**config.mk**
```make
export PLATFORM = sky130hd
export DESIGN_NAME = button_event_arbiter
export DESIGN_NICKNAME = d
export VERILOG_FILES = /design/src/rtl/button_event_arbiter.sv
export SDC_FILE = /design/constraint.sdc
export NUM_CORES = 1
export LEC_CHECK = 0
export BUFFER_PORTS_ARGS = -buffer_cell sky130_fd_sc_hd__buf_2
export CORE_MARGIN = 4
export CORE_UTILIZATION = 35
export CTS_CLUSTER_SIZE = 24
export DETAILED_ROUTE_END_ITERATION = 10
export SLEW_MARGIN = 20
export SYNTH_ARGS = -nofsm -noshare
export SYNTH_HDL_FRONTEND = slang
export SYNTH_SLANG_ARGS = --single-unit
```
**constraint.sdc**
```tcl
create_clock -name clk -period 4.7 [get_ports clk]
set_input_delay 0.235 -clock clk [delete_from_list [all_inputs] [get_ports clk]]
set_output_delay 0.235 -clock clk [all_outputs]
set_load 0.005 [all_outputs]
```
**src/rtl/button_event_arbiter.sv**
```systemverilog
// Per-switch press/release/hold event detection with one pending slot per switch,
// round-robin merged onto a single valid/ready event channel.
module button_event_arbiter #(
    parameter int WIDTH          = 4,
    parameter int INDEX_WIDTH    = 2,
    parameter int HOLD_TICKS     = 1000,
    parameter int HOLD_CNT_WIDTH = 10
) (
    input  logic                   clk,
    input  logic                   reset,
    input  logic [WIDTH-1:0]       in,
    output logic [WIDTH-1:0]       pressed,
    output logic                   evt_valid,
    input  logic                   evt_ready,
    output logic [INDEX_WIDTH-1:0] evt_index,
    output logic [1:0]             evt_kind,
    output logic                   overflow,
    input  logic                   overflow_clear
);

    typedef enum logic [1:0] {
        KIND_NONE    = 2'b00,
        KIND_PRESS   = 2'b01,
        KIND_RELEASE = 2'b10,
        KIND_HOLD    = 2'b11
    } kind_e;

    localparam bit                        HOLD_EN  = (HOLD_TICKS != 0);
    localparam logic [HOLD_CNT_WIDTH-1:0] HOLD_LIM = HOLD_CNT_WIDTH'(HOLD_TICKS);
    localparam logic [HOLD_CNT_WIDTH-1:0] HOLD_PRE = HOLD_CNT_WIDTH'(HOLD_TICKS - 1);
    localparam logic [INDEX_WIDTH:0]      WIDTH_V  = (INDEX_WIDTH + 1)'(WIDTH);

    logic [WIDTH-1:0]          pressed_q;
    logic [HOLD_CNT_WIDTH-1:0] holdCnt_q [WIDTH];
    logic [HOLD_CNT_WIDTH-1:0] holdCnt_d [WIDTH];
    logic [WIDTH-1:0]          fired_q;
    logic [WIDTH-1:0]          fired_d;
    logic [1:0]                slot_q [WIDTH];
    logic [1:0]                slot_d [WIDTH];
    logic [1:0]                newKind [WIDTH];

    logic [INDEX_WIDTH-1:0]    ptr_q;
    logic [INDEX_WIDTH-1:0]    ptr_d;
    logic                      valid_q;
    logic                      valid_d;
    logic [INDEX_WIDTH-1:0]    index_q;
    logic [INDEX_WIDTH-1:0]    index_d;
    logic [1:0]                kind_q;
    logic [1:0]                kind_d;
    logic                      overflow_q;
    logic                      overflow_d;

    logic [WIDTH-1:0]          occupied;
    logic [2*WIDTH-1:0]        occupiedDbl;
    logic [WIDTH-1:0]          rotated;
    logic                      found;
    logic [INDEX_WIDTH:0]      offset;
    logic [INDEX_WIDTH:0]      chosenSum;
    logic [INDEX_WIDTH:0]      nextSum;
    logic [INDEX_WIDTH-1:0]    chosen;
    logic [INDEX_WIDTH-1:0]    nextPtr;
    logic                      loadEn;
    logic                      takeSlot;
    logic                      ovfSet;

    // Edge detection and hold timing; a hold needs the switch still high this cycle
    // so it can never land together with that switch's release.
    always_comb begin
        for (int i = 0; i < WIDTH; i++) begin
            newKind[i]   = KIND_NONE;
            holdCnt_d[i] = holdCnt_q[i];
            fired_d[i]   = fired_q[i];
            if (!pressed_q[i]) begin
                holdCnt_d[i] = '0;
                fired_d[i]   = 1'b0;
            end else if (holdCnt_q[i] != HOLD_LIM) begin
                holdCnt_d[i] = holdCnt_q[i] + 1'b1;
            end
            if (in[i] && !pressed_q[i]) begin
                newKind[i] = KIND_PRESS;
            end else if (!in[i] && pressed_q[i]) begin
                newKind[i] = KIND_RELEASE;
            end else if (HOLD_EN && in[i] && pressed_q[i] && !fired_q[i] &&
                         (holdCnt_q[i] == HOLD_PRE)) begin
                newKind[i] = KIND_HOLD;
                fired_d[i] = 1'b1;
            end
        end
    end

    // Rotate occupancy so bit 0 is the slot at ptr, then take the lowest set bit.
    always_comb begin
        for (int i = 0; i < WIDTH; i++) begin
            occupied[i] = (slot_q[i] != KIND_NONE);
        end
        occupiedDbl = {occupied, occupied} >> ptr_q;
        rotated     = occupiedDbl[WIDTH-1:0];
        found       = 1'b0;
        offset      = '0;
        for (int k = WIDTH - 1; k >= 0; k--) begin
            if (rotated[k]) begin
                found  = 1'b1;
                offset = (INDEX_WIDTH + 1)'(k);
            end
        end
        chosenSum = {1'b0, ptr_q} + offset;
        if (chosenSum >= WIDTH_V) begin
            chosenSum = chosenSum - WIDTH_V;
        end
        chosen  = chosenSum[INDEX_WIDTH-1:0];
        nextSum = {1'b0, chosen} + 1'b1;
        if (nextSum >= WIDTH_V) begin
            nextSum = '0;
        end
        nextPtr = nextSum[INDEX_WIDTH-1:0];
    end

    always_comb begin
        loadEn   = !valid_q || evt_ready;
        takeSlot = loadEn && found;
        valid_d  = valid_q;
        index_d  = index_q;
        kind_d   = kind_q;
        ptr_d    = ptr_q;
        if (loadEn) begin
            valid_d = found;
            if (found) begin
                index_d = chosen;
                ptr_d   = nextPtr;
                for (int i = 0; i < WIDTH; i++) begin
                    if (INDEX_WIDTH'(i) == chosen) begin
                        kind_d = slot_q[i];
                    end
                end
            end
        end
    end

    // A slot being handed to the output this cycle can accept a new event without loss.
    always_comb begin
        ovfSet = 1'b0;
        for (int i = 0; i < WIDTH; i++) begin
            slot_d[i] = slot_q[i];
            if (takeSlot && (INDEX_WIDTH'(i) == chosen)) begin
                slot_d[i] = KIND_NONE;
                if (newKind[i] != KIND_NONE) begin
                    slot_d[i] = newKind[i];
                end
            end else if (newKind[i] != KIND_NONE) begin
                if (slot_q[i] != KIND_NONE) begin
                    ovfSet = 1'b1;
                end
                slot_d[i] = newKind[i];
            end
        end
        overflow_d = overflow_q;
        if (overflow_clear) begin
            overflow_d = 1'b0;
        end
        if (ovfSet) begin
            overflow_d = 1'b1;
        end
    end

    always_ff @(posedge clk) begin
        if (reset) begin
            pressed_q  <= '0;
            fired_q    <= '0;
            ptr_q      <= '0;
            valid_q    <= 1'b0;
            index_q    <= '0;
            kind_q     <= KIND_NONE;
            overflow_q <= 1'b0;
            for (int i = 0; i < WIDTH; i++) begin
                holdCnt_q[i] <= '0;
                slot_q[i]    <= KIND_NONE;
            end
        end else begin
            pressed_q  <= in;
            fired_q    <= fired_d;
            ptr_q      <= ptr_d;
            valid_q    <= valid_d;
            index_q    <= index_d;
            kind_q     <= kind_d;
            overflow_q <= overflow_d;
            for (int i = 0; i < WIDTH; i++) begin
                holdCnt_q[i] <= holdCnt_d[i];
                slot_q[i]    <= slot_d[i];
            end
        end
    end

    assign pressed   = pressed_q;
    assign evt_valid = valid_q;
    assign evt_index = index_q;
    assign evt_kind  = kind_q;
    assign overflow  = overflow_q;

endmodule

```
* Word level (Yosys, flattened, before mapping) *
Memories as Yosys holds them, arrays and structs flattened.
Index checks and enable logic that the tools add are counted.

word-level totals
  bits in registers = 16
  bits in writable memories = 48
  bits of input ports = 8
  output and inout bits = 10
  logic and storage cells = 177
  memories kept = 2

operators by class
  $add $sub $neg = 7
  order comparisons = 2
  equal/unequal tests = 11
  shift-type cells = 1
  multiplexer cells = 87
  bitwise operators = 8
  reduce and logical (&&, ||, !) cells = 52

memories
  name       words  bits a word  read ports  clocked after Yosys merged registers in  write ports  line  RTL
  holdCnt_q  4      10           4           0                                        4            34    logic [HOLD_CNT_WIDTH-1:0] holdCnt_q [WIDTH];
  slot_q     4      2            4           0                                        4            38    logic [1:0] slot_q [WIDTH];

operator list
  cell                                                                   number
  10-bit 2-to-1 mux                                                      12
  2-bit 2-to-1 mux                                                       35
  10-bit by 1-bit adder with 10-bit output (second input constant)       4
  10-bit equality test (second input constant)                           4
  10-bit != test (second input constant)                                 4
  1-bit 2-to-1 mux                                                       37
  1-bit logical AND                                                      25
  2-bit nonzero test                                                     9
  1-bit zero test                                                        13
  3-bit 2-to-1 mux                                                       3
  1-bit OR                                                               8
  8-bit by 2-bit right shift with 4-bit output                           1
  3-bit >= comparator (second input constant)                            2
  2-bit equality test (first input constant)                             2
  4-bit nonzero test                                                     1
  2-bit by 1-bit adder with 3-bit output (second input constant)         1
  2-bit by 3-bit adder with 3-bit output                                 1
  3-bit AND reduction                                                    1
  1-bit by 2-bit equality test with 1-bit output (first input constant)  1
  2-bit zero test                                                        1
  2-bit AND reduction                                                    1
  2-bit by 1-bit subtractor with 2-bit output (second input constant)    1
  1-bit logical OR                                                       1

* Longest topological paths before layout *
Gate-level depths: netlist (run 1).
An unclocked memory read counts as a cell.

  word-level depth = 23
  gate-level depth with buffers = 13
  gate-level depth less buffers = 13

* Worst setup path before layout (run 1) *
OpenSTA, ideal clock, no wires.

  path kind = register to register
  from = mem slot_q[3][1]
  to = reg kind_q[0], in the netlist evt_kind[0]
  library setup time = 0.138 ns
  data arrival time = 2.669 ns
  required time = 4.562 ns
  slack = 1.893 ns
  cell stages (with the launch flop) = 12
  buffers on the path = 0
  period minus slack after synthesis = 2.807 ns
  path through = dfxtp_1 -> or4_4 -> or3b_1 -> o2111ai_1 -> ha_1 -> or3_4 -> and2_1 -> ha_1 -> nor4_1 -> nor2_1 -> nor2_1 -> a211oi_1

RTL lines
  what                  line  RTL
  from (decl)           38
  to (signal assigned)  184   kind_q <= kind_d;
  to (decl)             48    logic [1:0] kind_q;

==> impl_metrics.json, run 1 <==
{
  "status": "complete, no violations",
  "cp_slowest_stage_delay_ns": 0.59,
  "worst_setup_path_start_kind": "register",
  "core-area_sq_um": 8720,
  "fp.dieW_um": 103,
  "synth-seq-cells": 64,
  "syn-num-nets": 388,
  "ys_seq_area_share_pct": 40.7,
  "final_net_count": 409,
  "power_density_nw_per_um2": 424,
  "final_cell_count_no_fill": 501,
  "diodes": 0,
  "yosys.cell_count.top_type": "dfxtp_1",
  "finClkSkew_ns": 0.00511,
  "grt_pass1_vias": 2364,
  "yosys-top-cells-area": "dfxtp_1 41%, nor2_1 7.4%, ha_1 5.2%",
  "hold_buffers": 0,
  "io_pins": 18,
  "start_util_pct": 36.1,
  "synth_edf_count": 0,
  "max_freq_mhz": 325,
  "synth-main-ff-cell": "dfxtp_1",
  "tightest_slew_ns": 0.453,
  "wirelength_mm": 5.94,
  "drive_above_1_share_pct": 12.5,
  "crit_path_end_kind": "register",
  "via_count": 2501,
  "grt_util_all_layers_pct": 12.5,
  "multi_input_area_sq_um": 1780,
  "drt_first_pass_iters": 4,
  "wire_per_inst_um": 11.9,
  "critPathMaxFanout": 7,
  "cts_inserted_buffers": 9,
  "p_leak_nw": 1.27,
  "grt_setup_unrepaired": "no",
  "hold_viol_final": 0,
  "crit_buf_inv": 0,
  "grt_start_max_net_pins": 26,
  "row_count": 34,
  "path_clk_slew_ns": 0.07,
  "post-cts-setup-buffers": 0,
  "clock-root-buffer": "clkbuf_8",
  "seq_area_sq_um": 1280,
  "setup_tns_ns": 0,
  "slew_headroom_pct": 69.5,
  "fin_crit_sh_pct": 65.5,
  "die_y_um": 103,
  "grt_pass1_wl_mm": 10.7,
  "crit_arrival_ns": 3.33,
  "die_area_sq_um": 10600,
  "maxCapViolCount": 0,
  "post_cts_resized": 0,
  "ir_drop_uv": 151,
  "drc": 0,
  "syn2layout_area_growth_pct": 13.1,
  "synthArstFlopShare_pct": 0,
  "setup_violations": 0,
  "antenna_found_initial": 0,
  "h-tree-depth": 3,
  "path_cells": "or4_4 > or3b_1 > o2111ai_1 > ha_1 > or3_4 > and2_1 > ha_1 > mux2i_1 > o21ai_0 > mux2i_1 > a211oi_1",
  "yosys.area.top_type": "dfxtp_1",
  "critPathSlowestCell": "or4_4",
  "clock_path_buffers": 2,
  "drv_slew": 0,
  "yosysWarnings": 0,
  "synth.top_cells.by_count": "64 x dfxtp_1, 62 x nor2_1, 28 x nand2_1",
  "syn_inst": 367,
  "cts_sinks": 64,
  "required_ns": 4.95,
  "syn_area_sq_um": 3150,
  "clk_latency_ns": 0.34,
  "final_antenna_net_count": 0,
  "post-place-cells": 485,
  "portBuffers": 17,
  "synth.top_cell.area_share_pct": 40.7,
  "via_per_inst": 4.99,
  "hp-class": "in2reg",
  "gp_congestion": 0.852,
  "syn_area_per_cell_sq_um": 8.58,
  "cts_tree": "yes",
  "critPathKind": "reg2reg",
  "place_hpwl_mm": 4.34,
  "yosysUniqueCellTypes": 50,
  "overflow": 0,
  "n_fill_cell": 837,
  "crit_family": "simple AND/OR/NAND/NOR gates",
  "dr.first_iter.drc_count": 67,
  "period_minus_slack_ns": 3.08
}
## cell usage in the layout (no fill, tap or decap), types with 2 or more instances in the layout
| cell type | count |
|---|---|
| dfxtp_1 | 64 |
| nor2_1 | 62 |
| nand2_1 | 28 |
| nand3_1 | 24 |
| xor2_1 | 18 |
| buf_2 | 17 |
| inv_1 | 16 |
| a21oi_1 | 15 |
| nand2b_1 | 14 |
| xnor2_1 | 13 |
| ha_1 | 13 |
| clkbuf_8 | 13 |
| and3_1 | 8 |
| nor3_1 | 8 |
| mux2i_1 | 8 |
| o21ai_0 | 6 |
| a31oi_1 | 5 |
| nor4_1 | 4 |
| nor2b_1 | 4 |
| or4_1 | 3 |
| nand4_1 | 3 |
| nor4_2 | 3 |
| a211oi_1 | 3 |
| o31ai_1 | 2 |
| o21bai_1 | 2 |
| o21ai_1 | 2 |
| or2_2 | 2 |
| or4_4 | 2 |
| and4b_1 | 2 |
| or3b_2 | 2 |
| nand4b_1 | 2 |
| a22oi_1 | 2 |
| a221oi_2 | 2 |
| o22ai_1 | 2 |
## state kept, by name (all words and copies together) (netlist names)
signal	count
evt_index	2
evt_kind	2
evt_valid	1
fired_q	4
holdCnt_q	40
overflow	1
pressed	4
ptr_q	2
slot_q	8
## per-stage QoR
| stage | total power [mW] | hold WS, ns | utilization (%) | cell area, sq um | setup WS (ns) |
|---|---|---|---|---|---|
| after floorplan | 0.920 | 0.324 | - | 3150 | 1.89 |
| after global placement | 1.01 | 0.435 | 38.3 | 3340 | 1.76 |
| after detailed placement | 1.01 | 0.448 | 38.3 | 3340 | 1.65 |
| after CTS | 1.52 | 0.111 | 40.8 | 3560 | 1.63 |
| after global routing | 1.59 | 0.132 | 40.8 | 3560 | 1.42 |
| final | 1.51 | 0.125 | 40.8 | 3560 | 1.62 |
## where the power goes
group / switching [mW] / internal (mW)
Clock: 0.200 / 0.302
Combinational: 0.224 / 0.170
Sequential: 0.0365 / 0.576
Total: 0.460 / 1.05
## final cells by class
cell class / count / share of cell area (%)
Multi-Input combinational cell: 280 / 50.0
Clock buffer: 14 / 5.13
Sequential cell: 64 / 36.0
Tap cell: 108 / 3.80
Clock inverter: 2 / 0.984
Timing Repair Buffer: 17 / 2.39
Inverter: 16 / 1.69
## metal layers
layer | vias up | GRT usage, % | wire length [um] | share of wire (%)
met5 | - | 0 | 0 | 0
met2 | 42 | 19.3 | 2590 | 44
met3 | 11 | 2.44 | 242 | 4.1
met4 | 0 | 6.27 | 140 | 2.4
li1 | 1313 | - | - | -
met1 | 1135 | 16.5 | 2970 | 50
## path summary, 6_finish.rpt
kind                             start                         to  slack [ns]  depth (start not counted)
max          slot_q[3][1]$_SDFFE_PP0P_   evt_kind[1]$_SDFFE_PP0P_        1.62                         11
min reg2reg      fired_q[1]$_SDFF_PP0_      fired_q[1]$_SDFF_PP0_        0.46                          2
max reg2reg  slot_q[3][1]$_SDFFE_PP0P_   evt_kind[1]$_SDFFE_PP0P_        1.62                         11
min                              in[2]  slot_q[2][1]$_SDFFE_PP0P_        0.12                          2
## worst register-to-register path, cell delays in order, from the launching register on
cell	delay, ns
dfxtp_1	0.37
or4_4	0.59
or3b_1	0.18
o2111ai_1	0.11
ha_1	0.21
or3_4	0.40
and2_1	0.19
ha_1	0.27
mux2i_1	0.14
o21ai_0	0.20
mux2i_1	0.10
a211oi_1	0.24
## kinds of logic after synthesis
| kind of cell | after synthesis | synth area share, % |
|---|---|---|
| xor gates and xnor gates | 31 | 8.62 |
| AOI/OAI and AO/OA | 50 | 11.0 |
| adders and majority gates | 13 | 5.17 |
| and+or+nand+nor | 178 | 29.2 |
| buffers and inverters | 23 | 2.74 |
| muxes | 8 | 2.54 |
| DFF | 64 | 40.7 |
(Power assumes the default switching activity.)
==> inputs of run 2 (changes only) <==
- clock period: 4.7 -> 2.5 ns (I/O delays scaled with it)
==> run 2 against run 1 <==
Net effect:
- the flow now finishes with violations (negative setup slack)
- clock-buffer cell count down 5
- hold slack worse by 0.11 ns
- flip-flop and latch count unchanged
- die area unchanged
- critical path depth unchanged
- cell area up 9.5%
- sequential power up 85%
- global-route usage up 1.1 points
- critical endpoint unchanged
- largest power group is now combinational logic
- highest routed layer unchanged
==> impl_metrics.json, run 2 (same netlist as run 1, synthesis figures left out) <==
{
  "status": "complete, but fails checks",
  "violations": "negative setup slack",
  "final_net_count": 436,
  "antenna_found_initial": 0,
  "crit_arrival_ns": 2.91,
  "die_area_sq_um": 10600,
  "clock_path_buffers": 2,
  "dr.first_iter.drc_count": 95,
  "grt_pass1_vias": 2523,
  "worst_setup_path_start_kind": "register",
  "final_cell_mix": "62 x dfxtp_1, 61 x nor2_1, 27 x nand2_1",
  "post-place-ws_ns": -0.194,
  "place_area_sq_um": 3580,
  "hold_path_end": "slot_q[2][1]$_SDFFE_PP0P_",
  "via_per_inst": 5.07,
  "maxCapViolCount": 0,
  "drv_slew": 0,
  "setup_ws_ns": -0.201,
  "finClkSkew_ns": 0.0142,
  "ir_drop_uv": 437,
  "cts_sinks": 64,
  "max_freq_mhz": 370,
  "gp_congestion": 0.844,
  "hold-worst-slack_ns": 0.0193,
  "wirelength_mm": 6.61,
  "hold_buffers": 0,
  "via_count": 2679,
  "drt_first_pass_iters": 4,
  "post-place-cells": 511,
  "grt_start_max_net_pins": 26,
  "grt_setup_unrepaired": "yes",
  "layout_commonest_cell": "dfxtp_1",
  "cts_tree": "yes",
  "cts_inserted_buffers": 9,
  "clk_latency_ns": 0.34,
  "slew_headroom_pct": 66.3,
  "grt_util_all_layers_pct": 13.5,
  "drc": 0,
  "design_area_sq_um": 3900,
  "pwr-share-comb_pct": 36.1,
  "crit_path_end_kind": "register",
  "syn2layout_area_growth_pct": 23.8,
  "pwr-share-seq_pct": 32.2,
  "hp-class": "in2reg",
  "switching_share_pct": 31.3,
  "start_util_pct": 36.1,
  "h-tree-depth": 3,
  "largest_reg_flops": 40,
  "fin_crit_sh_pct": 108,
  "critPathKind": "reg2reg",
  "setup_tns_ns": -0.953,
  "largest_register": "holdCnt_q",
  "drive_above_1_share_pct": 22.1,
  "place_hpwl_mm": 4.72,
  "hold_viol_final": 0,
  "power_density_nw_per_um2": 904,
  "grt_pass1_wl_mm": 11.4,
  "timing.rr.start": "slot_q[3][0]$_SDFFE_PP0P_",
  "holdPathStages": 2,
  "finalPower_mw": 3.53,
  "min_from": "in[2]",
  "rr_endpoint": "evt_kind[1]$_SDFFE_PP0P_",
  "clock-root-buffer": "clkbuf_8",
  "worstRegToRegCells": 11,
  "top_regs": "holdCnt_q (40), slot_q (8)",
  "p_sw_mw": 1.10,
  "row_count": 34,
  "overflow": 0,
  "p_leak_nw": 1.43,
  "r2r_slack_ns": -0.20,
  "p_int_mw": 2.42,
  "critPathMaxFanout": 4,
  "utilization_pct": 44.7,
  "period_minus_slack_ns": 2.70,
  "p_clk_share_pct": 31.7,
  "wire_per_inst_um": 12.5,
  "core-area_sq_um": 8720,
  "diodes": 0,
  "fp.dieW_um": 103,
  "portBuffers": 17,
  "final_cell_count_no_fill": 528,
  "final_antenna_net_count": 0,
  "setup_violations": 10,
  "tightest_slew_ns": 0.505,
  "die_y_um": 103,
  "required_ns": 2.71,
  "path_clk_slew_ns": 0.08,
  "io_pins": 18
}
==> run 2: cell types whose count changed in the layout (fill, tap and decap cells not counted), sizes merged <==
cell and delta:
bufinv +2, clkbuf -5, buf +27, inv +3
==> run 2: area by class of cell <==
type                            count  area [sq um]
Clock buffer                        9           124
Multi-Input combinational cell    280          1880
Tap cell                          108           135
Timing Repair Buffer               44           292
Sequential cell                    64          1280
Fill cell                         852          4820
Clock inverter                      7           125
Inverter                           16          60.1
==> run 2: timing repair <==
item | 4_1_cts | 5_1_grt
pin swaps | 8 | 2
buffers inserted | 1 | 0
endpoints found under the hold margin | 0 | 0
gates resized for setup | 11 | 5
setup endpoints to repair | 11 | 11
==> run 2: power by group through the flow <==
stage | Clock, mW | Sequential, mW | Combinational, mW
after detailed placement | 0 | 1.16 | 1.06
after global routing | 1.19 | 1.14 | 1.41
after floorplan | 0 | 1.15 | 0.666
after CTS | 1.15 | 1.13 | 1.16
final | 1.12 | 1.13 | 1.27
after global placement | 0 | 1.15 | 1.06
==> run 2: worst max-delay path, cell delays in order, from the launching register on <==
cell       delay, ns
dfxtp_2         0.32
or4_4           0.52
or3b_1          0.19
o2111ai_2       0.10
ha_2            0.19
or3_4           0.33
and2_4          0.19
ha_4            0.17
nor4_4          0.28
nor2_2          0.09
nor2_1          0.13
a211oi_2        0.06
==> run 2: how the worst max path moves through the flow <==
| stage | to | slack, ns | startpoint | cells past startpoint |
|---|---|---|---|---|
| after floorplan | evt_kind[0]$_SDFFE_PP0P_ | -0.15 | slot_q[3][0]$_SDFFE_PP0P_ | 11 |
| after global placement | evt_kind[0]$_SDFFE_PP0P_ | -0.21 | slot_q[3][0]$_SDFFE_PP0P_ | 11 |
| after detailed placement | evt_kind[0]$_SDFFE_PP0P_ | -0.19 | slot_q[0][0]$_SDFFE_PP0P_ | 11 |
| after CTS | overflow$_SDFFE_PP0P_ | -0.16 | slot_q[0][0]$_SDFFE_PP0P_ | 12 |
| after global routing | evt_kind[1]$_SDFFE_PP0P_ | -0.31 | slot_q[0][0]$_SDFFE_PP0P_ | 11 |
| final | evt_kind[1]$_SDFFE_PP0P_ | -0.20 | slot_q[3][0]$_SDFFE_PP0P_ | 11 |
==> run 2: layer usage <==
layer  GRT usage, %  up-vias  routed length, um  part of all wire, %
met5              0        -                  0                    0
met4           6.97        0                144                  2.2
met3           2.64       11                321                  4.9
met2           20.4       46               2800                   42
met1           18.4     1242               3350                   51
li1               -     1380                  -                    -
==> inputs of run 3 (changes only) <==
- CTS_BUF_LIST: unset -> sky130_fd_sc_hd__clkbuf_4
- RECOVER_POWER: unset -> 50
==> run 3 against run 2 <==
Net effect:
- the run still ends with negative setup slack left
- largest power group unchanged
- clock skew rose by 0.0094 ns
- hold slack improved by 0.057 ns
- critical path type unchanged
- die area did not move
- via count rose by 0.41%
- global-route usage barely moved
- combinational power barely moved
- clock power fell by 16%
- non-clock buffer count rose by 4
- flip-flop and latch count did not move
- first-iteration DRC count did not move
- register-to-register slack barely moved
- setup slack got worse by 0.0056 ns
==> impl_metrics.json, run 3 (same netlist as run 1, synthesis figures left out) <==
{
  "status": "complete, but fails checks",
  "violations": "negative setup slack",
  "crit_arrival_ns": 2.99,
  "multi_input_area_sq_um": 1880,
  "top_regs": "holdCnt_q (40), slot_q (8)",
  "required_ns": 2.79,
  "drc": 0,
  "critical_path_cell_count": 11,
  "antenna_found_initial": 0,
  "start_util_pct": 36.1,
  "cts_tree": "yes",
  "crit_end": "evt_kind[1]$_SDFFE_PP0P_",
  "crit_path_end_kind": "register",
  "setup_violations": 10,
  "clock_path_buffers": 2,
  "critPathMaxFanout": 4,
  "row_count": 34,
  "h-tree-depth": 3,
  "finClkSkew_ns": 0.0236,
  "clock-root-buffer": "clkbuf_4",
  "hold_viol_final": 0,
  "path_cells": "or4_4 > or3b_1 > o2111ai_2 > ha_2 > or3_4 > and2_4 > ha_4 > nor4_4 > nor2_2 > nor2_1 > a211oi_2",
  "diodes": 0,
  "finalPower_mw": 3.35,
  "wirelength_mm": 6.62,
  "ir_drop_uv": 420,
  "worstRegToRegCells": 11,
  "setup_ws_ns": -0.206,
  "p_leak_nw": 1.39,
  "r2r_slack_ns": -0.21,
  "rr_endpoint": "evt_kind[1]$_SDFFE_PP0P_",
  "hp-class": "in2reg",
  "die_y_um": 103,
  "crit_family": "simple AND/OR/NAND/NOR gates",
  "final_cell_mix": "62 x dfxtp_1, 61 x nor2_1, 27 x nand2_1",
  "grt_setup_unrepaired": "yes",
  "largest_reg_flops": 40,
  "slew_headroom_pct": 66.4,
  "die_area_sq_um": 10600,
  "via_count": 2690,
  "crit_buf_inv": 0,
  "fp.dieW_um": 103,
  "timing.rr.start": "slot_q[3][0]$_SDFFE_PP0P_",
  "worst_setup_path_start_kind": "register",
  "cts_inserted_buffers": 9,
  "max_freq_mhz": 370,
  "io_pins": 18,
  "place_hpwl_mm": 4.72,
  "dr.first_iter.drc_count": 95,
  "via_per_inst": 5.06,
  "critPathKind": "reg2reg",
  "critPathSlowestCell": "or4_4",
  "worstSetupStartpoint": "slot_q[3][0]$_SDFFE_PP0P_",
  "layout_commonest_cell": "dfxtp_1",
  "maxCapViolCount": 0,
  "fin_crit_sh_pct": 108,
  "grt_pass1_wl_mm": 11.4,
  "power_density_nw_per_um2": 865,
  "grt_util_all_layers_pct": 13.5,
  "gp_congestion": 0.844,
  "portBuffers": 17,
  "overflow": 0,
  "tightest_slew_ns": 0.504,
  "grt_start_max_net_pins": 26,
  "drt_first_pass_iters": 4,
  "grt_pass1_vias": 2497,
  "period_minus_slack_ns": 2.71,
  "drv_slew": 0,
  "core-area_sq_um": 8720,
  "largest_register": "holdCnt_q",
  "final_net_count": 440,
  "path_clk_slew_ns": 0.12,
  "drive_above_1_share_pct": 19.6,
  "final_cell_count_no_fill": 532,
  "cp_slowest_stage_delay_ns": 0.52,
  "n_fill_cell": 861,
  "syn2layout_area_growth_pct": 22.9,
  "post-place-ws_ns": -0.194,
  "seq_area_sq_um": 1280,
  "final_antenna_net_count": 0,
  "clk_latency_ns": 0.42,
  "wire_per_inst_um": 12.5,
  "post-place-cells": 511,
  "cts_sinks": 64
}
run 3: cell count changes in the layout (fill, tap and decap cells not counted):
| cell | previous run | this run |
|---|---|---|
| clkbuf_4 | 0 | 9 |
| clkbuf_1 | 0 | 10 |
| buf_2 | 17 | 7 |
| dlygate4sd3_1 | 0 | 4 |
| clkbuf_8 | 9 | 0 |
run 3: how the worst min path moves through the flow:
stage	cells after the start	from	slack [ns]	endpoint
after floorplan	1	in[2]	0.21	slot_q[2][1]$_SDFFE_PP0P_
after global placement	2	in[2]	0.38	slot_q[2][1]$_SDFFE_PP0P_
after detailed placement	2	in[2]	0.38	slot_q[2][1]$_SDFFE_PP0P_
after CTS	4	overflow_clear	0.06	overflow$_SDFFE_PP0P_
after global routing	4	overflow_clear	0.07	overflow$_SDFFE_PP0P_
final	4	overflow_clear	0.08	overflow$_SDFFE_PP0P_
run 3: area by class of cell:
type / instances / area share (%)
multi-input cells: 280 / 48.6
flip-flops and latches: 64 / 33.2
repair buffers: 48 / 8.24
well taps: 108 / 3.49
clock inverters: 7 / 3.23
clock buffers: 9 / 1.75
inverters: 16 / 1.55
run 3: tightest hold or removal path, delay by kind of cell:
family,cells,cell delay (ns)
buffers and inverters,2,0.16
AOI/OAI and AO/OA,2,0.18
run 3: power by group:
part	internal [mW]	leakage, nW	switching (mW)
combinational	0.661	0.773	0.612
clock	0.518	0.102	0.424
sequential	1.08	0.521	0.0510
run 3: routing by layer:
metal  share of wire [%]  GRT usage, %  vias to the layer above
met5                   0             0                        -
met4                0.94          4.78                        0
met3                 4.8          3.65                        5
met2                  43          20.2                       47
met1                  51          18.7                     1250
li1                    -             -                     1388
run 3: repair_timing:
item,in CTS,in global routing
gates cloned,0,0
setup endpoints to repair,11,11
gates resized for setup,12,4
setup buffers,1,0
hold buffers,4,0
endpoints found under the hold margin,5,0
pin swaps,9,2
run 3: stage by stage:
step | hold WS, ns | cell area, sq um | setup TNS (ns) | util [%]
3_5_place_dp | 0.381 | 3580 | -1.01 | 41.0
6_report | 0.0760 | 3870 | -1.07 | 44.4
3_3_place_gp | 0.382 | 3580 | -0.901 | 41.0
5_1_grt | 0.0696 | 3870 | -2.35 | 44.4
4_1_cts | 0.0569 | 3850 | -0.888 | 44.2
2_1_floorplan | 0.214 | 3190 | -0.293 | -
